### src/rtl/exe_pkg.sv
// Shared definitions for the execute stage: command encoding and stage FSM states.
package exe_pkg;

  localparam int EXE_CMD_LEN = 4;

  typedef enum logic [EXE_CMD_LEN-1:0] {
    CMD_NOP = 4'd0,
    CMD_ADD = 4'd1,
    CMD_SUB = 4'd2,
    CMD_AND = 4'd3,
    CMD_OR  = 4'd4,
    CMD_XOR = 4'd5,
    CMD_SHL = 4'd6,
    CMD_SHR = 4'd7,
    CMD_MOV = 4'd8,
    CMD_MUL = 4'd9,
    CMD_IN  = 4'd10,
    CMD_OUT = 4'd11
  } exe_cmd_t;

  typedef enum logic [1:0] {
    IDLE,
    MUL_BUSY,
    DONE
  } exe_state_t;

endpackage

### src/rtl/exe_stage_pipe_seq_mul.sv
// Iterative shift-add multiplier: one multiplier bit per cycle, LSB first,
// keeps only the low WIDTH bits of the product.
module seq_mul #(
  parameter int WIDTH = 16
) (
  input  logic             clk,
  input  logic             srst,
  input  logic             start,
  input  logic [WIDTH-1:0] a,
  input  logic [WIDTH-1:0] b,
  output logic             busy,
  output logic             done,
  output logic [WIDTH-1:0] product
);

  localparam int CW = $clog2(WIDTH);

  logic [WIDTH-1:0] acc_reg;
  logic [WIDTH-1:0] mcand_reg;
  logic [WIDTH-1:0] mplier_reg;
  logic [CW-1:0]    count_reg;
  logic             busy_reg;

  // done marks the cycle in which the final partial product is added
  assign done    = busy_reg && (count_reg == CW'(WIDTH - 1));
  assign busy    = busy_reg;
  assign product = acc_reg;

  always_ff @(posedge clk) begin
    if (srst) begin
      acc_reg    <= '0;
      mcand_reg  <= '0;
      mplier_reg <= '0;
      count_reg  <= '0;
      busy_reg   <= 1'b0;
    end else if (start) begin
      acc_reg    <= '0;
      mcand_reg  <= a;
      mplier_reg <= b;
      count_reg  <= '0;
      busy_reg   <= 1'b1;
    end else if (busy_reg) begin
      if (mplier_reg[0]) acc_reg <= acc_reg + mcand_reg;
      mcand_reg  <= mcand_reg << 1;
      mplier_reg <= mplier_reg >> 1;
      if (done) begin
        busy_reg  <= 1'b0;
        count_reg <= '0;
      end else begin
        count_reg <= count_reg + CW'(1);
      end
    end
  end

endmodule

### src/rtl/exe_stage_pipe.sv
// Registered execute stage: ALU, branch-target add, SW/LED ops, optional
// iterative multiplier, single EX/WB output slot with valid/ready and flush.
module exe_stage_pipe
  import exe_pkg::*;
#(
  parameter int WIDTH      = 16,
  parameter int REG_ADDR_W = 3,
  parameter int LED_W      = 16,
  parameter int MUL_EN     = 1
) (
  input  logic                   clk,
  input  logic                   Reset,
  input  logic                   in_valid,
  output logic                   in_ready,
  input  logic                   ImSel,
  input  logic [EXE_CMD_LEN-1:0] EXE_CMD,
  input  logic                   Reg_W_EN_IN,
  input  logic                   BranchTK_IN,
  input  logic [WIDTH-1:0]       RD1,
  input  logic [WIDTH-1:0]       RD2,
  input  logic [WIDTH-1:0]       IMMG,
  input  logic [WIDTH-1:0]       PC,
  input  logic [WIDTH-1:0]       Instruction,
  input  logic [WIDTH-1:0]       SW,
  input  logic                   Flush,
  output logic                   out_valid,
  input  logic                   out_ready,
  output logic [WIDTH-1:0]       Wdata,
  output logic [WIDTH-1:0]       Broffset,
  output logic [REG_ADDR_W-1:0]  Rd,
  output logic                   Reg_W_EN,
  output logic                   BranchTK,
  output logic [LED_W-1:0]       LED
);

  localparam int SH_W = $clog2(WIDTH);

  exe_state_t state_reg, state_next;

  logic                  out_valid_reg;
  logic [WIDTH-1:0]      wdata_reg, broffset_reg;
  logic [REG_ADDR_W-1:0] rd_reg;
  logic                  wen_reg, br_reg;
  logic [WIDTH-1:0]      p_broffset_reg;
  logic [REG_ADDR_W-1:0] p_rd_reg;
  logic                  p_wen_reg, p_br_reg;
  logic [LED_W-1:0]      led_reg;

  logic [WIDTH-1:0] alu_b, alu_y, br_sum, mul_product;
  logic             wen_op, slot_free, accept, pop, is_mul, mul_start;
  logic             mul_busy, mul_done, mul_clr, load_mul;
  logic             unused_bits;

  assign alu_b     = ImSel ? IMMG : RD2;
  assign br_sum    = PC + IMMG;
  assign slot_free = !out_valid_reg || out_ready;
  assign in_ready  = (state_reg == IDLE) && !mul_busy && slot_free && !Flush;
  assign accept    = in_valid && in_ready;
  assign pop       = out_valid_reg && out_ready;
  assign is_mul    = (MUL_EN != 0) && (EXE_CMD == CMD_MUL);
  assign mul_start = accept && is_mul;
  assign mul_clr   = Reset || Flush;
  assign load_mul  = (state_reg == DONE) && slot_free && !Flush;
  assign unused_bits = ^Instruction[WIDTH-1:REG_ADDR_W];

  generate
    if (MUL_EN != 0) begin : g_mul
      seq_mul #(.WIDTH(WIDTH)) u_mul (
        .clk     (clk),
        .srst    (mul_clr),
        .start   (mul_start),
        .a       (RD1),
        .b       (alu_b),
        .busy    (mul_busy),
        .done    (mul_done),
        .product (mul_product)
      );
    end else begin : g_no_mul
      assign mul_busy    = 1'b0;
      assign mul_done    = 1'b0;
      assign mul_product = '0;
    end
  endgenerate

  always_comb begin
    alu_y  = '0;
    wen_op = Reg_W_EN_IN;
    case (EXE_CMD)
      CMD_ADD: alu_y = RD1 + alu_b;
      CMD_SUB: alu_y = RD1 - alu_b;
      CMD_AND: alu_y = RD1 & alu_b;
      CMD_OR:  alu_y = RD1 | alu_b;
      CMD_XOR: alu_y = RD1 ^ alu_b;
      CMD_SHL: alu_y = RD1 << alu_b[SH_W-1:0];
      CMD_SHR: alu_y = RD1 >> alu_b[SH_W-1:0];
      CMD_MOV: alu_y = alu_b;
      CMD_IN:  alu_y = SW;
      CMD_OUT: alu_y = RD1;
      // only reached here when the multiplier is absent
      CMD_MUL: wen_op = 1'b0;
      default: alu_y = '0;
    endcase
  end

  always_comb begin
    state_next = state_reg;
    case (state_reg)
      IDLE:     if (mul_start) state_next = MUL_BUSY;
      MUL_BUSY: if (mul_done)  state_next = DONE;
      DONE:     if (slot_free) state_next = IDLE;
      default:  state_next = IDLE;
    endcase
    if (Flush) state_next = IDLE;
  end

  always_ff @(posedge clk) begin
    if (Reset) begin
      state_reg      <= IDLE;
      out_valid_reg  <= 1'b0;
      wdata_reg      <= '0;
      broffset_reg   <= '0;
      rd_reg         <= '0;
      wen_reg        <= 1'b0;
      br_reg         <= 1'b0;
      p_broffset_reg <= '0;
      p_rd_reg       <= '0;
      p_wen_reg      <= 1'b0;
      p_br_reg       <= 1'b0;
      led_reg        <= '0;
    end else begin
      state_reg <= state_next;
      if (accept && (EXE_CMD == CMD_OUT)) led_reg <= RD1[LED_W-1:0];
      // multiply side-band is parked until the product is ready
      if (mul_start) begin
        p_broffset_reg <= br_sum;
        p_rd_reg       <= Instruction[REG_ADDR_W-1:0];
        p_wen_reg      <= Reg_W_EN_IN;
        p_br_reg       <= BranchTK_IN;
      end
      if (Flush) begin
        out_valid_reg <= 1'b0;
      end else if (load_mul) begin
        out_valid_reg <= 1'b1;
        wdata_reg     <= mul_product;
        broffset_reg  <= p_broffset_reg;
        rd_reg        <= p_rd_reg;
        wen_reg       <= p_wen_reg;
        br_reg        <= p_br_reg;
      end else if (accept && !is_mul) begin
        out_valid_reg <= 1'b1;
        wdata_reg     <= alu_y;
        broffset_reg  <= br_sum;
        rd_reg        <= Instruction[REG_ADDR_W-1:0];
        wen_reg       <= wen_op;
        br_reg        <= BranchTK_IN;
      end else if (pop) begin
        out_valid_reg <= 1'b0;
      end
    end
  end

  assign out_valid = out_valid_reg;
  assign Wdata     = wdata_reg;
  assign Broffset  = broffset_reg;
  assign Rd        = rd_reg;
  assign Reg_W_EN  = out_valid_reg && wen_reg;
  assign BranchTK  = out_valid_reg && br_reg;
  assign LED       = led_reg;

endmodule

### config.mk
export PLATFORM = sky130hd
export DESIGN_NAME = exe_stage_pipe
export DESIGN_NICKNAME = d
export VERILOG_FILES = /design/src/rtl/exe_pkg.sv /design/src/rtl/exe_stage_pipe_seq_mul.sv /design/src/rtl/exe_stage_pipe.sv
export SDC_FILE = /design/constraint.sdc
export NUM_CORES = 1
export LEC_CHECK = 0
export CORE_MARGIN = 2
export CORE_UTILIZATION = 56
export CTS_CLUSTER_DIAMETER = 60
export DETAILED_ROUTE_END_ITERATION = 12
export PLACE_DENSITY = 0.83
export SKIP_CTS_REPAIR_TIMING = 1
export SLEW_MARGIN = 10
export SYNTH_ARGS = -nofsm -noshare
export SYNTH_HDL_FRONTEND = slang
export SYNTH_SLANG_ARGS = --single-unit
### constraint.sdc
create_clock -name clk -period 5.7 [get_ports clk]
set_input_delay 1.14 -clock clk [delete_from_list [all_inputs] [get_ports clk]]
set_output_delay 1.14 -clock clk [all_outputs]
set_load 0.005 [all_outputs]
After elaboration in Yosys (flattened, before gate mapping)
Index checks and enable logic that the tools add are counted.
Storage, ports and cells
  memories kept: 0
  memory bits (read-only): 0
  output and inout port bits: 55
  logic and storage cells: 101
  flip-flop bits (word level): 130
  memory bits (writable): 0
  input port bits: 108
  bits in latches: 0
Cells by class
  shifts and indexed selects: 2
  add/subtract/negate cells: 5
  multiply operators: 0
  reduce and logical (&&, ||, !) cells: 28
  bitwise logic cells: 4
  muxes and demuxes: 28
  order comparisons: 0
  divide/modulo/power cells: 0
  eq/ne operators: 17
Operators with widths (number)
  $pmux W16 S10: 1
  $mux W16: 9
  $add A16 B16 Y16: 3
  $eq A4 B4 Y1 const B: 5
  $and A16 B16 Y16: 1
  $eq A4 B3 Y1 const B: 4
  $or A16 B16 Y16: 1
  $shl A16 B4 Y16: 1
  $shr A16 B4 Y16: 1
  $sub A16 B16 Y16: 1
  $xor A16 B16 Y16: 1
  $logic_and A1 B1 Y1: 13
  $mux W1: 11
  $eq A4 B2 Y1 const B: 2
  $mux W2: 3
  $mux W3: 2
  $pmux W2 S3: 1
  $add A4 B1 Y4 const B: 1
  $eq A4 B1 Y1 const B: 1
  $logic_not A1 Y1: 4
  $mux W4: 1
  $ne A2 B1 Y1 const B: 2
  $reduce_and A2 Y1: 2
  $reduce_bool A2 Y1: 2
  9 further kinds: 11

Depth between registers and ports, before layout
  depth in word-level cells: 8
  gate-level depth with buffers: 18
  gate-level depth less buffers: 16

Hierarchy
A second synthesis with hierarchy kept.
Unflattened totals
  cells, all modules: 1436
  area total of the unflattened synthesis: 10675.2 um2
By module, submodules not included
  exe_stage_pipe: area each 7759.9 um2, cells an instance 1083, seq. area each 1541.5 um2, times used 1
  seq_mul: area each 2915.3 um2, cells an instance 353, seq. area each 1061.0 um2, times used 1

Worst setup path before layout
No wires, ideal clock.
  kind: input-to-reg
  start point: in ImSel
  end point: reg wdata_reg[15], in the netlist Wdata[15]
  setup slack: 760 ps
  library setup time: 132 ps
  path buffers: 3
  stages on the path: 18
  data required time: 5568 ps
  arrival: 4808 ps
  path through: buf_6 -> buf_12 -> mux2i_2 -> clkbuf_1 -> ha_1 -> o211ai_1 -> or2_1 -> o21ai_0 -> xnor2_1 -> ha_1 -> and3_1 -> a21boi_0 -> a41oi_1 -> a21oi_1 -> a221oi_1 -> xnor2_1 -> a2111oi_2 -> nor4_1
On the way
  cells in the longest elaborated chain, start to end: 5
  elaborated cells between the ends (all ways): 11
  classes of those cells: add/sub: 2; shift: 2; mux: 4; bitwise: 3
Ends and longest elaborated chain
  start, declared: RTL line exe_stage_pipe.sv:15  | input logic ImSel,
  $mux W16 (*): RTL line exe_stage_pipe.sv:54  | assign alu_b = ImSel ? IMMG : RD2;
  $sub A16 B16 Y16, or another cell as far along: RTL line exe_stage_pipe.sv:90  | CMD_SUB: alu_y = RD1 - alu_b;
  $pmux W16 S10 (*): RTL line exe_stage_pipe.sv:88  | case (EXE_CMD)
  $mux W16 (*): RTL line exe_stage_pipe.sv:149  | end else if (accept && !is_mul) begin
  $mux W16 (*): RTL line exe_stage_pipe.sv:142  | end else if (load_mul) begin
  end signal, assigned: RTL line exe_stage_pipe.sv:144  | wdata_reg <= mul_product;
  end signal, assigned: RTL line exe_stage_pipe.sv:151  | wdata_reg <= alu_y;
  end, declared: RTL line exe_stage_pipe.sv:41  | logic [WIDTH-1:0] wdata_reg, broffset_reg;
Mark *: on every way between the ends. The rest lies on a longest branch, timed or not. The select of a mux whose other input is x is not followed.
A chain may end at the register's enable or synchronous reset.

Final worst setup path
Ends and elaborated chain as after synthesis.

==> flow_metrics.env <==
export IMPL_crit_chain="clkdlybuf4s50_1 > mux2i_2 > ha_1 > o211ai_1 > or2_1 > o21ai_0 > xnor2_1 > ha_1 > and3_1 > a21boi_0 > a41oi_1 > a21oi_1 > a221oi_1 > xnor2_1 > a2111oi_2 > nor4_1"
export IMPL_wl_per_cell_microns=23.4
export IMPL_clock_latency_ns=0.44
export IMPL_fin_crit_ns=5.07
export IMPL_synthDistinctLibCells=78
export IMPL_required_ns=5.97
export IMPL_finalSetupViolCount=0
export IMPL_clock_root_buffer="clkbuf_16"
export IMPL_cp_max_fo=7
export IMPL_arrival_ns=5.34
export IMPL_fin_crit_sh=0.890
export IMPL_synth_area_leaders="dfxtp_1 (25%), ha_1 (9.7%), nand2_1 (7.1%)"
export IMPL_antenna_cells=0
export IMPL_io_pins=163
export IMPL_r2r_cells=8
export IMPL_async_flop_share=0
export IMPL_ir_worst_vdd_uv=223
export IMPL_synth_commonest_cells="nand2_1 (196), nor2_1 (176), dfxtp_1 (130)"
export IMPL_syn_area_per_cell_sq_um=7.53
export IMPL_n_fill_cell=1533
export IMPL_cap_violations=0
export IMPL_via_per_inst=6.53
export IMPL_yosysSeqAreaShare=0.250
export IMPL_p_total_mw=2.82
export IMPL_route_vias_total=11400
export IMPL_start_util=0.576
export IMPL_multi_input_area_sq_mm=0.00728
export IMPL_finalNonFillerCells=1748
export IMPL_remaining_drc_errors=0
export IMPL_setup_worst_path_end="Wdata[15]"
export IMPL_dp_hpwl_microns=29600
export IMPL_cts_buffers=17
export IMPL_crit_path_end_kind="register"
export IMPL_grt_max_degree=76
export IMPL_fin_util=0.704
export IMPL_regArea_sq_mm=0.00260
export IMPL_slowest_stage="clkdlybuf4s50_1"
export IMPL_syn_inst=1383
export IMPL_powerDensity_mw_per_mm2=222
export IMPL_outcome="complete, no violations"
export IMPL_cts_tree="built"
export IMPL_gr_total_overflow=0
export IMPL_rows=49
export IMPL_timing_rr_start="out_valid"
export IMPL_holdPathStages=2
export IMPL_worstMarginPinSlew_ns=1.07
export IMPL_p_leak_nw=4.95
export IMPL_synth_edff_count=0
export IMPL_cp_startpoint="ImSel"
export IMPL_synth_top_cell_area_share=0.250
export IMPL_whs_ns=0.449
export IMPL_synth_ff_type="dfxtp_1"
export IMPL_htreeDepth=4
export IMPL_routed_wirelength_microns=40900
export IMPL_die_height_microns=140
export IMPL_hold_violations=0
export IMPL_timing_rr_end="Wdata[7]"
export IMPL_slowest_delay_ns=0.83
export IMPL_die_w_microns=140
export IMPL_synth_most_common_cell="nand2_1"
export IMPL_nets=1698
export IMPL_synth_seq_cells=130
export IMPL_relSlewSlack=0.266
export IMPL_synth_largest_area_cell="dfxtp_1"
export IMPL_grt_pass1_vias=10700
export IMPL_r2r_slack_ns=2.00
export IMPL_clk_path_buf_depth=2
export IMPL_die_area_sq_mm=0.0197
export IMPL_cts_sinks=130
export IMPL_first_pass_iters=8
export IMPL_min_path_type="register to register"
export IMPL_routabilityCongestion=1.10
export IMPL_antenna_left=0
export IMPL_track_usage=0.410
export IMPL_numPortBuffers=149
export IMPL_fin_worst_skew_ns=0.0174
export IMPL_syn_area_sq_mm=0.0104
export IMPL_path_clk_slew_ns=0.06
export IMPL_core_sq_mm=0.0181
export IMPL_antenna_found_initial=0
export IMPL_dp_cells=1716
export IMPL_critical_path_class="input port to register"
export IMPL_dr_first_iter_drc_count=1294
export IMPL_rsz0062_at_grt="false"
export IMPL_clock_fmax_ghz=0.197
export IMPL_yosysWarnings=0
export IMPL_tns_ns=0
export IMPL_drive_gt1_frac=0.0816
export IMPL_grt_pass1_wl_microns=62200
export IMPL_critPathLaunchType="input port"
export IMPL_drv_slew=0
export IMPL_syn_nets=1575
export IMPL_area_delta_synth_final_pct=22.2
metrics by stage:
stage / setup WS, ns / instance area [sq um]
after floorplan: 0.760 / 10400
after global placement: 0.314 / 12200
after detailed placement: 0.253 / 12200
after CTS: 0.683 / 12700
after global routing: 0.351 / 12700
final: 0.627 / 12700
critical path, delay by kind of cell:
family	cells	cell delay, ns
buffers and inverters	1	0.83
multiplexers	1	0.36
AND/OR/NAND/NOR	3	0.52
adder cells (fa/ha/maj)	2	0.60
XOR/XNOR	2	0.31
AO/OA/AOI/OAI	7	1.59
final cells by class:
type / instances / area share
clock buffers: 18 / 0.0337
well taps: 229 / 0.0225
clock inverters: 14 / 0.0115
multi-input cells: 1115 / 0.572
flip-flops and latches: 130 / 0.204
repair buffers: 189 / 0.140
inverters: 53 / 0.0156
per-layer routing:
metal	track usage	share of wire
met1	0.556	0.41
met2	0.630	0.43
met3	0.109	0.11
met4	0.146	0.040
met5	0	0
worst min-delay path by stage:
stage	to	slack [ns]	from
floorplan	Broffset[1]	0.43	p_broffset_reg[1]
global placement	LED[10]	0.44	LED[10]
detailed placement	LED[4]	0.44	LED[4]
CTS	LED[4]	0.45	LED[4]
global route	LED[1]	0.47	LED[1]
finish	LED[3]	0.45	LED[3]
power by group:
part	internal [mW]	switching, mW
clock	0.615	0.483
sequential	0.928	0.0130
combinational	0.318	0.462
cells by family (layout without fill, tap and decap cells):
group / count (synthesis) / count (layout) / synth area share
buf+inv: 138 / 274 / 0.0541
fa+ha+maj: 84 / 84 / 0.103
simple gates: 509 / 509 / 0.216
compound gates: 412 / 412 / 0.268
xor+xnor: 47 / 47 / 0.0395
mux: 63 / 63 / 0.0698
flops: 130 / 130 / 0.250
layout by cell type (no fill, tap or decap), types with 11 or more instances in the layout:
cell type | netlist | layout
a2111oi_0 | 13 | 13
o21ai_0 | 47 | 47
mux2i_1 | 40 | 40
a21o_1 | 19 | 19
a221oi_1 | 16 | 16
buf_4 | 0 | 40
o22ai_1 | 13 | 13
clkbuf_16 | 0 | 17
dfxtp_1 | 130 | 130
ha_1 | 81 | 81
a211oi_1 | 47 | 47
nor3_1 | 30 | 29
inv_1 | 48 | 48
nor2b_1 | 15 | 15
nor2_1 | 176 | 174
a21oi_1 | 129 | 129
clkdlybuf4s50_1 | 0 | 148
nand2_1 | 196 | 196
nand3_1 | 15 | 13
nand2b_1 | 15 | 15
a22o_1 | 16 | 16
a22oi_1 | 11 | 11
xnor2_1 | 37 | 37
a311oi_1 | 17 | 17
Power figures use the tool's default switching activity.
